===== config.mk =====
export PLATFORM = sky130hd
export DESIGN_NAME = ssd_scan_ctrl
export DESIGN_NICKNAME = d
export VERILOG_FILES = /design/src/rtl/ssd_scan_ctrl.sv
export SDC_FILE = /design/constraint.sdc
export NUM_CORES = 1
export LEC_CHECK = 0
export CORE_MARGIN = 2
export CORE_UTILIZATION = 57
export CTS_CLUSTER_DIAMETER = 50
export DETAILED_ROUTE_END_ITERATION = 10
export MAX_ROUTING_LAYER = met4
export PLACE_DENSITY = 0.76
export SYNTH_ARGS = -nofsm -noshare
export SYNTH_HDL_FRONTEND = slang
export SYNTH_SLANG_ARGS = --single-unit

===== constraint.sdc =====
create_clock -name clk -period 3.7 [get_ports clk]
set_input_delay 0.74 -clock clk [delete_from_list [all_inputs] [get_ports clk]]
set_output_delay 0.74 -clock clk [all_outputs]
set_load 0.005 [all_outputs]

===== src/rtl/ssd_scan_ctrl.sv =====
// ssd_scan_ctrl: eight-digit multiplexed seven-segment scanner with dead-time blanking
// and a double-buffered load port that updates only at frame boundaries.
module ssd_scan_ctrl #(
    parameter int REFRESH_DIV = 100000,
    parameter int BLANK_CYC   = 2000
) (
    input  logic        clk,
    input  logic        rst_n,
    input  logic        en,
    input  logic        load_valid,
    output logic        load_ready,
    input  logic [31:0] load_value,
    input  logic [7:0]  load_blank,
    output logic [0:6]  seg,
    output logic [7:0]  digit,
    output logic        frame_done
);
    localparam int CW = $clog2(REFRESH_DIV);

    typedef enum logic {BLANK, SHOW} state_t;

    logic [CW-1:0] cnt_q, cnt_d;
    logic [2:0]    idx_q, idx_d;
    logic [31:0]   disp_val_q, disp_val_d, pend_val_q, pend_val_d;
    logic [7:0]    disp_blank_q, disp_blank_d, pend_blank_q, pend_blank_d;
    logic          pend_q, pend_d;
    logic [0:6]    seg_q, seg_d;
    logic [7:0]    digit_q, digit_d;
    logic          fd_q, fd_d;
    state_t        state_q, state_d;
    logic          accept, last, boundary, apply;
    logic [3:0]    nib;

    function automatic logic [0:6] decode(input logic [3:0] n);
        case (n)
            4'd0:    decode = 7'b0000001;
            4'd1:    decode = 7'b1001111;
            4'd2:    decode = 7'b0010010;
            4'd3:    decode = 7'b0000110;
            4'd4:    decode = 7'b1001100;
            4'd5:    decode = 7'b0100100;
            4'd6:    decode = 7'b0100000;
            4'd7:    decode = 7'b0001111;
            4'd8:    decode = 7'b0000000;
            4'd9:    decode = 7'b0000100;
            default: decode = 7'b1111111;
        endcase
    endfunction

    always_comb begin
        accept       = load_valid & ~pend_q;
        last         = cnt_q == CW'(REFRESH_DIV - 1);
        boundary     = en & last & (idx_q == 3'd7);
        apply        = pend_q & (~en | boundary);
        cnt_d        = (~en | last) ? '0 : cnt_q + 1'b1;
        idx_d        = ~en ? 3'd0 : (last ? idx_q + 3'd1 : idx_q);
        disp_val_d   = apply ? pend_val_q : disp_val_q;
        disp_blank_d = apply ? pend_blank_q : disp_blank_q;
        pend_d       = accept | (pend_q & ~apply);
        pend_val_d   = accept ? load_value : pend_val_q;
        pend_blank_d = accept ? load_blank : pend_blank_q;
        // Outputs are computed from next state so they register with zero added latency.
        state_d      = (en && cnt_d >= CW'(BLANK_CYC)) ? SHOW : BLANK;
        nib          = disp_val_d[{idx_d, 2'b00} +: 4];
        digit_d      = (state_d == SHOW) ? ~(8'd1 << idx_d) : 8'hFF;
        seg_d        = (state_d == SHOW && !disp_blank_d[idx_d]) ? decode(nib) : 7'h7F;
        fd_d         = boundary;
    end

    always_ff @(posedge clk or negedge rst_n) begin
        if (!rst_n) begin
            cnt_q        <= '0;
            idx_q        <= '0;
            disp_val_q   <= '0;
            disp_blank_q <= 8'hFF;
            pend_val_q   <= '0;
            pend_blank_q <= '0;
            pend_q       <= 1'b0;
            state_q      <= BLANK;
            seg_q        <= 7'h7F;
            digit_q      <= 8'hFF;
            fd_q         <= 1'b0;
        end else begin
            cnt_q        <= cnt_d;
            idx_q        <= idx_d;
            disp_val_q   <= disp_val_d;
            disp_blank_q <= disp_blank_d;
            pend_val_q   <= pend_val_d;
            pend_blank_q <= pend_blank_d;
            pend_q       <= pend_d;
            state_q      <= state_d;
            seg_q        <= (state_d == SHOW) ? seg_d : 7'h7F;
            digit_q      <= digit_d;
            fd_q         <= fd_d;
        end
    end

    assign load_ready = ~pend_q;
    assign seg        = (state_q == SHOW) ? seg_q : 7'h7F;
    assign digit      = digit_q;
    assign frame_done = fd_q;
endmodule


==> results.txt <==
The run finished with clean final reports. The share of synthesized registers carrying an async set or reset came out at 100%. The relative slew slack came out at 44.9%. 61 I/O pins were placed. After synthesis, the cell types taking the most area are dfrtp_1 (41%), mux2_2 (11%), dfstp_2 (10%). The total clock sinks is 118. The first detailed-routing pass ran for 5 iterations. Among the stages of the critical path, the cell type that occurs most often is ha_1. The count of flip-flops with a built-in enable after synthesis came out at 0. The share of the synthesized area in the top cell type is 41.2%. The fraction of met1 tracks used by global routing is 35.9%. The root buffer cell chosen for the clock tree is clkbuf_8.

Traced cell by cell, the critical path runs through ha_1, and4_1, and4_4, mux2_2, a211oi_1, nor4_1, buf_4, a2bb2oi_1, inv_1, ha_1, and3_1, o31ai_1. The delay of the slowest critical-path stage is 0.44 ns. The final number of setup-violating endpoints is 0.

The minimum clock period is 3.48 ns. The final net count came out at 665. The count of hold buffers inserted by post-cts repair is 0. The total half-perimeter wirelength after legalization and detailed placement came out at 9070 um. The initial antenna violation count is 0.

The final core utilization came out at 73.4%. The worst setup skew after layout came out at 0.00856 ns. The vias per cell came out at 5.71. The cell area after technology mapping is 0.00578 sq mm. In this run the worst hold path is classified as input port to asynchronous set/reset pin. The slew at the pin with the worst max-slew slack came out at 0.827 ns. The routability congestion estimate is 0.968. The clock insertion delay at the later pin of the skew report is 0.53 ns. The total DRC errors in the routed layout is 0. The total number of yosys warnings is 0.

The final critical path takes up 94.1% of the cycle. The mean post-synth cell area is 10.8 sq um. The maximum fanout along the worst path is 10. The violation count after the first detailed-routing iteration came out at 321. The synthesis-to-finish area growth came out at 24.8%. The die is 105 um tall. In this run the remaining antenna-violating nets after routing total 0. The met3 global-route usage came out at 6.80%. 0 antenna diodes ended up in the layout. The worst-path cell with the longest stage delay is mux2_2. When the netlist entered floorplanning its net count stood at 587. The unique cell type count in the Yosys netlist came out at 63. In the synthesized netlist, the cells that appear most often are nand2_1 (104), dfrtp_1 (95), mux2_2 (58). The critical path in this run is classified as register to register. The signal arrival time at the worst endpoint is 3.90 ns.

The average routed wire per standard cell is 17.5 um. The total count of hold-check failures in the final report is 0. Setup repair after global routing left no endpoint under its margin.

Global routing used 26.9% of the available tracks. The longest clock path from root to sink contains 2 buffers. The flop-to-flop setup slack is 0.22 ns.

The number of max-capacitance violations reported is 0. The finished layout cell area is 0.00721 sq mm. Counting flops and latches in the post-synthesis netlist gives 118. The worst voltage drop across the vdd grid came out at 519 uV. The worst setup path is captured at a register. For this run, global-route usage on met2 was measured as 40.4%. The full die area came out at 0.0110 sq mm. The initialized floorplan defines 36 standard-cell rows.

Global routing finished with a remaining overflow of 0. TritonCTS built the clock tree. The TritonCTS buffer count came out at 17.

After clock tree synthesis, the setup repair step added 0 buffers. Synthesis handed over a netlist of 534 instances. The clock edge transition at the registers on the reported setup and hold paths came out at 0.06 ns. Entering global routing, the biggest net connects 66 pins. The first-pass GRT wire length came out at 22400 um.

The starting density of the core came out at 58.8%. For this design the static power due to leakage is 3.05 nW. The predominant post-synthesis flop cell is dfrtp_1. The quantity of I/O buffers inserted on ports came out at 60. The total number of vias came out at 4330. The layer flagged by global routing as most heavily used is met2. The total length of routed wires is 13300 um. The standard cell core area came out at 0.00982 sq mm. Sequential cells were found to cover 51.6% of the synthesized design area. In the post-synthesis netlist, the cell with the most instances is nand2_1. The max-slew violation count was 0. STA classifies the critical path startpoint as a register.

The CTS H-tree depth is 4. Measured along the x axis, the die boundary spans 105 um. The fraction of final layout cells with drive strength greater than 1 is 24.6%.

The instance area at placement came out at 0.00663 sq mm. The power density relative to cell area is 559 mW/mm^2. Based on the critical path, the design can be clocked at up to 0.287 GHz. Adding up every negative setup slack in the final design gives 0 ns.

The worst setup timing slack at the placement stage came out at 0.192 ns. The dominant cell type by area after synthesis is dfrtp_1. The worst path setup slack after routing came out at 0.217 ns. The via count of the first global-routing pass is 4450.

STA puts the critical path data required time at 4.12 ns.
==> power by group <==
part	total, W	switching [W]	internal (W)
Combinational	0.000749	0.000377	0.000373
Sequential	0.00173	0.000150	0.00158
Clock	0.00155	0.000538	0.00102
==> worst max-delay path: cells and delay by family (launching register included) <==
family / cells / cell delay, ns
mux: 1 / 0.44
compound gates: 3 / 0.85
simple gates: 4 / 0.90
fa+ha+maj: 2 / 0.53
flops: 1 / 0.37
buf+inv: 2 / 0.27
==> sequential cells by signal, indices dropped and copies added, names as in the netlist <==
name / flops
cnt_q: 17
digit: 8
disp_blank_q: 8
disp_val_q: 32
frame_done: 1
idx_q: 3
pend_blank_q: 8
pend_q: 1
pend_val_q: 32
seg_q: 7
state_q: 1
==> cells by family (layout without fill, tap and decap cells) <==
family / Yosys count / after routing / synth area share [%]
xor+xnor: 18 / 18 / 2.73
fa+ha+maj: 9 / 9 / 1.95
mux: 73 / 73 / 14.1
simple gates: 200 / 200 / 16.8
flops: 118 / 118 / 51.6
buf+inv: 41 / 132 / 3.10
compound gates: 75 / 75 / 9.68
==> path summary, 6_finish.rpt <==
check	from	to	depth (start not counted)
max in group asynchronous	rst_n	disp_blank_q[4]	2
min in group clk	disp_blank_q[7]	disp_blank_q[7]	2
setup / recovery	cnt_q[0]	seg_q[4]	12
setup reg to reg	cnt_q[0]	seg_q[4]	12
hold reg to reg	disp_blank_q[7]	disp_blank_q[7]	2
hold / removal	rst_n	cnt_q[8]	1
==> layout by cell type, fill, tap and decap left out, types with 3 or more instances in the layout <==
cell type and count:
a22oi_1 7, nand2_1 104, nor3_1 5, dfrtp_1 95, nand2b_1 13, a22o_1 3
inv_1 14, xor2_1 9, clkbuf_16 16, clkbuf_1 6, ha_1 9, nor2_1 26
nor2b_1 4, mux2_2 58, clkbuf_8 8, xnor2_1 9, o221ai_1 4, a21oi_1 6
clkdlybuf4s50_1 59, nand3_1 19, a211oi_1 11, buf_4 26, nand4_1 3, o21ai_0 21
mux2i_1 12, nor4_1 3, and3_1 6, dfstp_2 23
==> stage by stage <==
stage                     power (W)  cells  hold WS, ns
after floorplan             0.00220    534        0.424
after global placement      0.00247    726        0.442
after detailed placement    0.00248    726        0.444
after CTS                   0.00406    758        0.326
after global routing        0.00423    758        0.387
final                       0.00403    758        0.323
==> metal layers <==
| layer | vias to the layer above | share of wire [%] | wire (um) |
|---|---|---|---|
| met3 | 28 | 5.8 | 765 |
| met4 | 0 | 2.3 | 303 |
| met1 | 2113 | 45 | 5910 |
| met2 | 169 | 47 | 6280 |
| li1 | 2020 | - | - |
| met5 | - | 0 | 0 |
==> area by class of cell <==
cell class	count	area, sq um
Clock inverter	2	37.5
Inverter	14	52.6
Fill cell	722	2610
Multi-Input combinational cell	375	2630
Timing Repair Buffer	86	806
Sequential cell	118	2980
Clock buffer	30	533
Tap cell	133	166
==> repair_timing <==
item | 4_1_cts | 5_1_grt
gates resized for setup | 0 | 1
setup endpoints to repair | 0 | 3
endpoints found under the hold margin | 0 | 0
Power figures use the tool's default switching activity.
